[src/rtl/pe_pkg.sv]
// Shared types and accumulator arithmetic helpers for the systolic PE family.
// Widths are passed at call time so one package serves every parameterisation.
package pe_pkg;

  localparam int unsigned DATA_W = 8;
  localparam int unsigned ACC_W  = 32;
  localparam int unsigned MAX_W  = 64;

  typedef logic [DATA_W-1:0] data_t;
  typedef logic [ACC_W-1:0]  acc_t;
  typedef logic [MAX_W-1:0]  wide_t;

  typedef struct packed {
    wide_t sum;
    logic  ovf;
  } sat_res_t;

  function automatic wide_t lsb_mask(input int unsigned w);
    return (w >= MAX_W) ? '1 : ((wide_t'(1) << w) - wide_t'(1));
  endfunction

  function automatic wide_t acc_max(input int unsigned w, input logic sgn);
    return sgn ? lsb_mask(w - 1) : lsb_mask(w);
  endfunction

  // Signed minimum is returned fully sign-extended; callers keep the low w bits.
  function automatic wide_t acc_min(input int unsigned w, input logic sgn);
    return sgn ? ~lsb_mask(w - 1) : '0;
  endfunction

  function automatic sat_res_t sat_add(input wide_t a, input wide_t b,
                                       input int unsigned w, input logic sgn,
                                       input logic sat);
    wide_t          m;
    logic [MAX_W:0] s;
    wide_t          r;
    wide_t          top;
    logic           sa, sb, sr, carry;
    sat_res_t       o;
    m     = lsb_mask(w);
    top   = wide_t'(1) << (w - 1);
    s     = {1'b0, a & m} + {1'b0, b & m};
    r     = s[MAX_W-1:0] & m;
    sa    = (a & top) != '0;
    sb    = (b & top) != '0;
    sr    = (r & top) != '0;
    carry = s[MAX_W] | ((s[MAX_W-1:0] & ~m) != '0);
    if (sgn) begin
      o.ovf = (sa == sb) && (sr != sa);
      o.sum = (sat && o.ovf) ? (sa ? acc_min(w, sgn) : acc_max(w, sgn)) : r;
    end else begin
      o.ovf = carry;
      o.sum = (sat && o.ovf) ? acc_max(w, sgn) : r;
    end
    return o;
  endfunction

endpackage

[src/rtl/pe_acc_stage.sv]
// Stage 2 of the PE: accumulate with optional saturation, drain on tile last,
// and hold the completed result until the next completion.
module pe_acc_stage
  import pe_pkg::*;
#(
  parameter int unsigned ACC_WIDTH  = 32,
  parameter int unsigned PROD_WIDTH = 16,
  parameter int unsigned SIGNED     = 1,
  parameter int unsigned SATURATE   = 1
) (
  input  logic                  clk_i,
  input  logic                  rst_ni,
  input  logic                  en_i,
  input  logic [PROD_WIDTH-1:0] prod_i,
  input  logic                  prod_v_i,
  input  logic                  prod_last_i,
  output logic [ACC_WIDTH-1:0]  res_o,
  output logic                  res_valid_o,
  output logic                  res_ovf_o
);

  logic [ACC_WIDTH-1:0] acc_q, acc_d, res_q, res_d, prod_ext;
  logic                 ovf_q, ovf_d, res_valid_q, res_valid_d, res_ovf_q, res_ovf_d;
  wide_t                acc_w, prod_w;
  sat_res_t             add;

  always_comb begin
    prod_ext    = (SIGNED != 0) ? ACC_WIDTH'($signed(prod_i)) : ACC_WIDTH'(prod_i);
    acc_w       = (SIGNED != 0) ? wide_t'($signed(acc_q))    : wide_t'(acc_q);
    prod_w      = (SIGNED != 0) ? wide_t'($signed(prod_ext)) : wide_t'(prod_ext);
    add         = sat_add(acc_w, prod_w, ACC_WIDTH, SIGNED != 0, SATURATE != 0);
    acc_d       = acc_q;
    ovf_d       = ovf_q;
    res_d       = res_q;
    res_ovf_d   = res_ovf_q;
    res_valid_d = 1'b0;
    if (en_i && prod_v_i) begin
      // Drain and restart in the same edge so the next tile needs no bubble.
      if (prod_last_i) begin
        res_d       = add.sum[ACC_WIDTH-1:0];
        res_ovf_d   = ovf_q | add.ovf;
        res_valid_d = 1'b1;
        acc_d       = '0;
        ovf_d       = 1'b0;
      end else begin
        acc_d = add.sum[ACC_WIDTH-1:0];
        ovf_d = ovf_q | add.ovf;
      end
    end else if (!en_i) begin
      res_valid_d = 1'b0;
    end
  end

  always_ff @(posedge clk_i or negedge rst_ni) begin
    if (!rst_ni) begin
      acc_q       <= '0;
      ovf_q       <= 1'b0;
      res_q       <= '0;
      res_valid_q <= 1'b0;
      res_ovf_q   <= 1'b0;
    end else begin
      acc_q       <= acc_d;
      ovf_q       <= ovf_d;
      res_q       <= res_d;
      res_valid_q <= res_valid_d;
      res_ovf_q   <= res_ovf_d;
    end
  end

  assign res_o       = res_q;
  assign res_valid_o = res_valid_q;
  assign res_ovf_o   = res_ovf_q;

endmodule

[src/rtl/systolic_pe_acc.sv]
// Systolic MAC processing element: operand forwarding, registered product,
// and a tile-draining accumulator with global stall.
module systolic_pe_acc
  import pe_pkg::*;
#(
  parameter int unsigned DATA_WIDTH = 8,
  parameter int unsigned ACC_WIDTH  = 32,
  parameter int unsigned SIGNED     = 1,
  parameter int unsigned SATURATE   = 1
) (
  input  logic                  clk,
  input  logic                  rst_n,
  input  logic                  en,
  input  logic [DATA_WIDTH-1:0] in_a,
  input  logic                  in_a_valid,
  input  logic                  in_a_last,
  input  logic [DATA_WIDTH-1:0] in_b,
  input  logic                  in_b_valid,
  output logic [DATA_WIDTH-1:0] out_a,
  output logic                  out_a_valid,
  output logic                  out_a_last,
  output logic [DATA_WIDTH-1:0] out_b,
  output logic                  out_b_valid,
  output logic [ACC_WIDTH-1:0]  res,
  output logic                  res_valid,
  output logic                  res_ovf
);

  localparam int unsigned PW = 2 * DATA_WIDTH;

  logic [DATA_WIDTH-1:0] out_a_q, out_b_q;
  logic                  out_a_valid_q, out_a_last_q, out_b_valid_q;
  logic [PW-1:0]         a_ext, b_ext, prod_d, prod_q;
  logic                  prod_v_q, prod_last_q;

  // Low 2N bits of the product of N-to-2N extended operands are exact in both modes.
  always_comb begin
    a_ext  = (SIGNED != 0) ? {{DATA_WIDTH{in_a[DATA_WIDTH-1]}}, in_a} : {{DATA_WIDTH{1'b0}}, in_a};
    b_ext  = (SIGNED != 0) ? {{DATA_WIDTH{in_b[DATA_WIDTH-1]}}, in_b} : {{DATA_WIDTH{1'b0}}, in_b};
    prod_d = a_ext * b_ext;
  end

  always_ff @(posedge clk or negedge rst_n) begin
    if (!rst_n) begin
      out_a_q       <= '0;
      out_a_valid_q <= 1'b0;
      out_a_last_q  <= 1'b0;
      out_b_q       <= '0;
      out_b_valid_q <= 1'b0;
      prod_q        <= '0;
      prod_v_q      <= 1'b0;
      prod_last_q   <= 1'b0;
    end else if (en) begin
      out_a_q       <= in_a;
      out_a_valid_q <= in_a_valid;
      out_a_last_q  <= in_a_last;
      out_b_q       <= in_b;
      out_b_valid_q <= in_b_valid;
      prod_q        <= prod_d;
      prod_v_q      <= in_a_valid & in_b_valid;
      prod_last_q   <= in_a_valid & in_b_valid & in_a_last;
    end
  end

  assign out_a       = out_a_q;
  assign out_a_valid = out_a_valid_q;
  assign out_a_last  = out_a_last_q;
  assign out_b       = out_b_q;
  assign out_b_valid = out_b_valid_q;

  pe_acc_stage #(
    .ACC_WIDTH  (ACC_WIDTH),
    .PROD_WIDTH (PW),
    .SIGNED     (SIGNED),
    .SATURATE   (SATURATE)
  ) u_acc (
    .clk_i       (clk),
    .rst_ni      (rst_n),
    .en_i        (en),
    .prod_i      (prod_q),
    .prod_v_i    (prod_v_q),
    .prod_last_i (prod_last_q),
    .res_o       (res),
    .res_valid_o (res_valid),
    .res_ovf_o   (res_ovf)
  );

endmodule

[config.mk]
export PLATFORM = sky130hd
export DESIGN_NAME = systolic_pe_acc
export DESIGN_NICKNAME = d
export VERILOG_FILES = /design/src/rtl/pe_pkg.sv /design/src/rtl/pe_acc_stage.sv /design/src/rtl/systolic_pe_acc.sv
export SDC_FILE = /design/constraint.sdc
export NUM_CORES = 1
export LEC_CHECK = 0
export BUFFER_PORTS_ARGS = -buffer_cell sky130_fd_sc_hd__buf_2
export CELL_PAD_IN_SITES_DETAIL_PLACEMENT = 0
export CELL_PAD_IN_SITES_GLOBAL_PLACEMENT = 1
export CORE_UTILIZATION = 35
export DETAILED_ROUTE_END_ITERATION = 12
export HOLD_SLACK_MARGIN = 0.15
export PLACE_DENSITY = 0.73
export SYNTH_ARGS = -nofsm -noshare
export SYNTH_HDL_FRONTEND = slang
export SYNTH_SLANG_ARGS = --single-unit
[constraint.sdc]
create_clock -name clk -period 8.75 [get_ports clk]
set_clock_uncertainty 0.15 [all_clocks]
set_input_delay 1.3125 -clock clk [delete_from_list [all_inputs] [get_ports clk]]
set_output_delay 1.3125 -clock clk [all_outputs]
set_load 0.05 [all_outputs]
==> flow_summary.toml <==
[global_routing]
gr-usage-all-layers_pct = 17.5
grt_pass1_wl_um = 33300
antenna_found_initial = 0
overflow = 0
grt_pass1_vias = 6457
grt_max_degree = 70

[sta]
final.min_clock_period_ns = 5.58
max_slew_margin_pct = 30.5
slew_viol_final = 0
whs_ns = 0.326
max_freq_ghz = 0.179
rsz0062_at_grt = "false"
fin_crit_sh_pct = 63.8
finalSetupTns_ns = 0
setup_slack_ns = 3.17
hold_viol = 0
worst_pin_slew_ns = 1.04
setup_violations = 0

[clock_network]
h-tree-depth = 3
cts_tree = "done"
cts.path.max_buffers = 2
cts_made_buffers = 9
cts-root-buf = "clkbuf_16"
insertion_delay_ns = 0.36
hold_buffers = 0
path_clk_slew_ns = 0.08
numClockSinks = 104
cts_setup_buffers = 0
cts_resized = 0

[setup_path]
crit_path_start_kind = "input port"
crit_type = "in -> reg"
crit_arrival_ns = 5.71
crit_required_ns = 8.88
cp-startpoint = "in_b[4]"
regToRegStartpoint = "prod_q[15]$_DFFE_PN0P_"
crit_path_end_kind = "flop"
crit_fanout = 9

[die]
die_h_um = 154
core-area_sq_um = 22700
die-width_um = 154
start_util_pct = 35.8
die-area_sq_um = 23800
num_rows = 55
io_pins = 75

[placed_design]
port_buffers = 74
dp_cells = 1210
dp_hpwl_um = 14300
gp_congestion = 0.814
place_ws_ns = 2.86

[final_layout]
antenna_cells = 0
layout-drive-gt1-share_pct = 14.0
synthToLayoutAreaGrowth_pct = 12.0
stdcell_count = 1226
num-nets-final = 1074

[min_path]
min_path_type = "reg -> reg"
min-delay-start = "u_acc.res_o[6]$_DFFE_PN0P_"

[synth]
ys_seq_area_share_pct = 32.0
yosysMostFrequentCell = "inv_1"
synth_warnings = 0
yosys-top-cells-area = "dfrtp_1, fa_1, ha_1"
synth_seq_cells = 104
async_flop_share_pct = 100
yosysTopAreaCell = "dfrtp_1"
synth_common_cells = "inv_1, dfrtp_1, nand2_1"
synth_area_sq_um = 8130
syn_inst = 870
syn_area_per_cell_sq_um = 9.34
syn-num-nets = 1008
synth_cell_types = 54
synth_flop_cell = "dfrtp_1"
synth_top_area_share_pct = 32.0
synth_edf_count = 0

[pwr]
power.density_nw_per_um2 = 380
p_int_uw = 1730
leakage_uw = 0.00440
switchingPower_uw = 1740
pwr-share-comb_pct = 65.6
pwr-share-seq_pct = 22.1
ir_drop_mv = 0.138
swShare_pct = 50.2
pwr-share-clk_pct = 12.3

[detailed_routing]
via_count = 6353
ant_nets = 0
drt_iter0_markers = 399
wire_per_inst_um = 15.6
wirelength_um = 19100
dr.pass1.iters = 4
via_per_inst = 5.18
drc = 0

[run]
drv_cap = 0

[run_status]
status = "finished clean"
==> power groups by stage <==
stage | Clock [uW] | Sequential (uW) | Combinational [uW]
floorplan | 0 | 990 | 1550
global placement | 0 | 773 | 2260
detailed placement | 0 | 777 | 2260
CTS | 435 | 770 | 2280
global route | 460 | 790 | 2560
finish | 427 | 766 | 2270
==> kinds of logic after synthesis <==
logic type               count (synthesis)  synth area share [%]
AND/OR/NAND/NOR                        240                  13.7
AO/OA/AOI/OAI                          211                  16.9
buffers and inverters                  132                  6.17
adder cells (fa/ha/maj)                116                  23.0
flip-flops                             104                  32.0
XOR/XNOR                                37                  3.99
multiplexers                            30                  4.14
==> layer usage <==
layer	vias to the layer above	track usage, %	wire length (um)
li1	3083	-	-
met5	-	0	0
met2	112	27.9	8650
met3	11	2.21	648
met1	3147	25.1	9640
met4	0	4.34	171
==> final timing paths <==
kind	end	cells after the start	slack, ns
setup / recovery	prod_q[14]$_DFFE_PN0P_	18	3.17
max in group asynchronous	out_a[7]$_DFFE_PN0P_	2	6.43
min in group asynchronous	u_acc.acc_q[25]$_DFFE_PN0P_	1	0.76
hold / removal	u_acc.res_o[6]$_DFFE_PN0P_	2	0.33
hold reg to reg	u_acc.res_o[6]$_DFFE_PN0P_	2	0.33
setup reg to reg	u_acc.res_o[27]$_DFFE_PN0P_	9	4.24
==> state kept, by name (all words and copies together) (netlist names) <==
register / flops
out_a: 8
out_a_last: 1
out_a_valid: 1
out_b: 8
out_b_valid: 1
prod_last_q: 1
prod_q: 16
prod_v_q: 1
u_acc.acc_q: 32
u_acc.ovf_q: 1
u_acc.res_o: 32
u_acc.res_ovf_o: 1
u_acc.res_valid_o: 1
==> critical path, cell delays in order <==
cell and delay, ns:
buf_2 0.16, and2_1 0.19, fa_1 0.53, inv_1 0.05
fa_1 0.47, inv_1 0.06, fa_1 0.54, inv_1 0.06
fa_1 0.52, inv_1 0.04, ha_1 0.32, o21ai_0 0.13
a21boi_0 0.26, o21ai_0 0.16, a21boi_0 0.37, o21ai_0 0.18
a211o_1 0.28, o211ai_1 0.08
==> per-stage QoR <==
stage	cell area, sq um	utilization [%]	power (uW)
floorplan	8130	-	2540
global placement	8800	38.8	3030
detailed placement	8800	38.8	3040
CTS	9100	40.1	3490
global route	9100	40.1	3810
finish	9100	40.1	3460
==> area by class of cell <==
class                   instances  area, sq um
fillers                      2295        13600
multi-input cells             634         5030
flip-flops and latches        104         2600
repair buffers                 79          410
inverters                     108          405
well taps                     285          357
clock buffers                   9          225
clock inverters                 7         75.1
==> cells in the final DEF (no fill, tap or decap), drive strengths merged, types with 9 or more instances in the layout <==
cell,instances
a211oi,9
a21o,10
a21oi,46
a22o,16
and2,42
buf,79
clkbuf,9
dfrtp,104
fa,56
ha,60
inv,110
mux2,29
nand2,98
nand3,13
nor2,50
o21ai,71
xnor2,28
xor2,9
(Power assumes the default switching activity.)
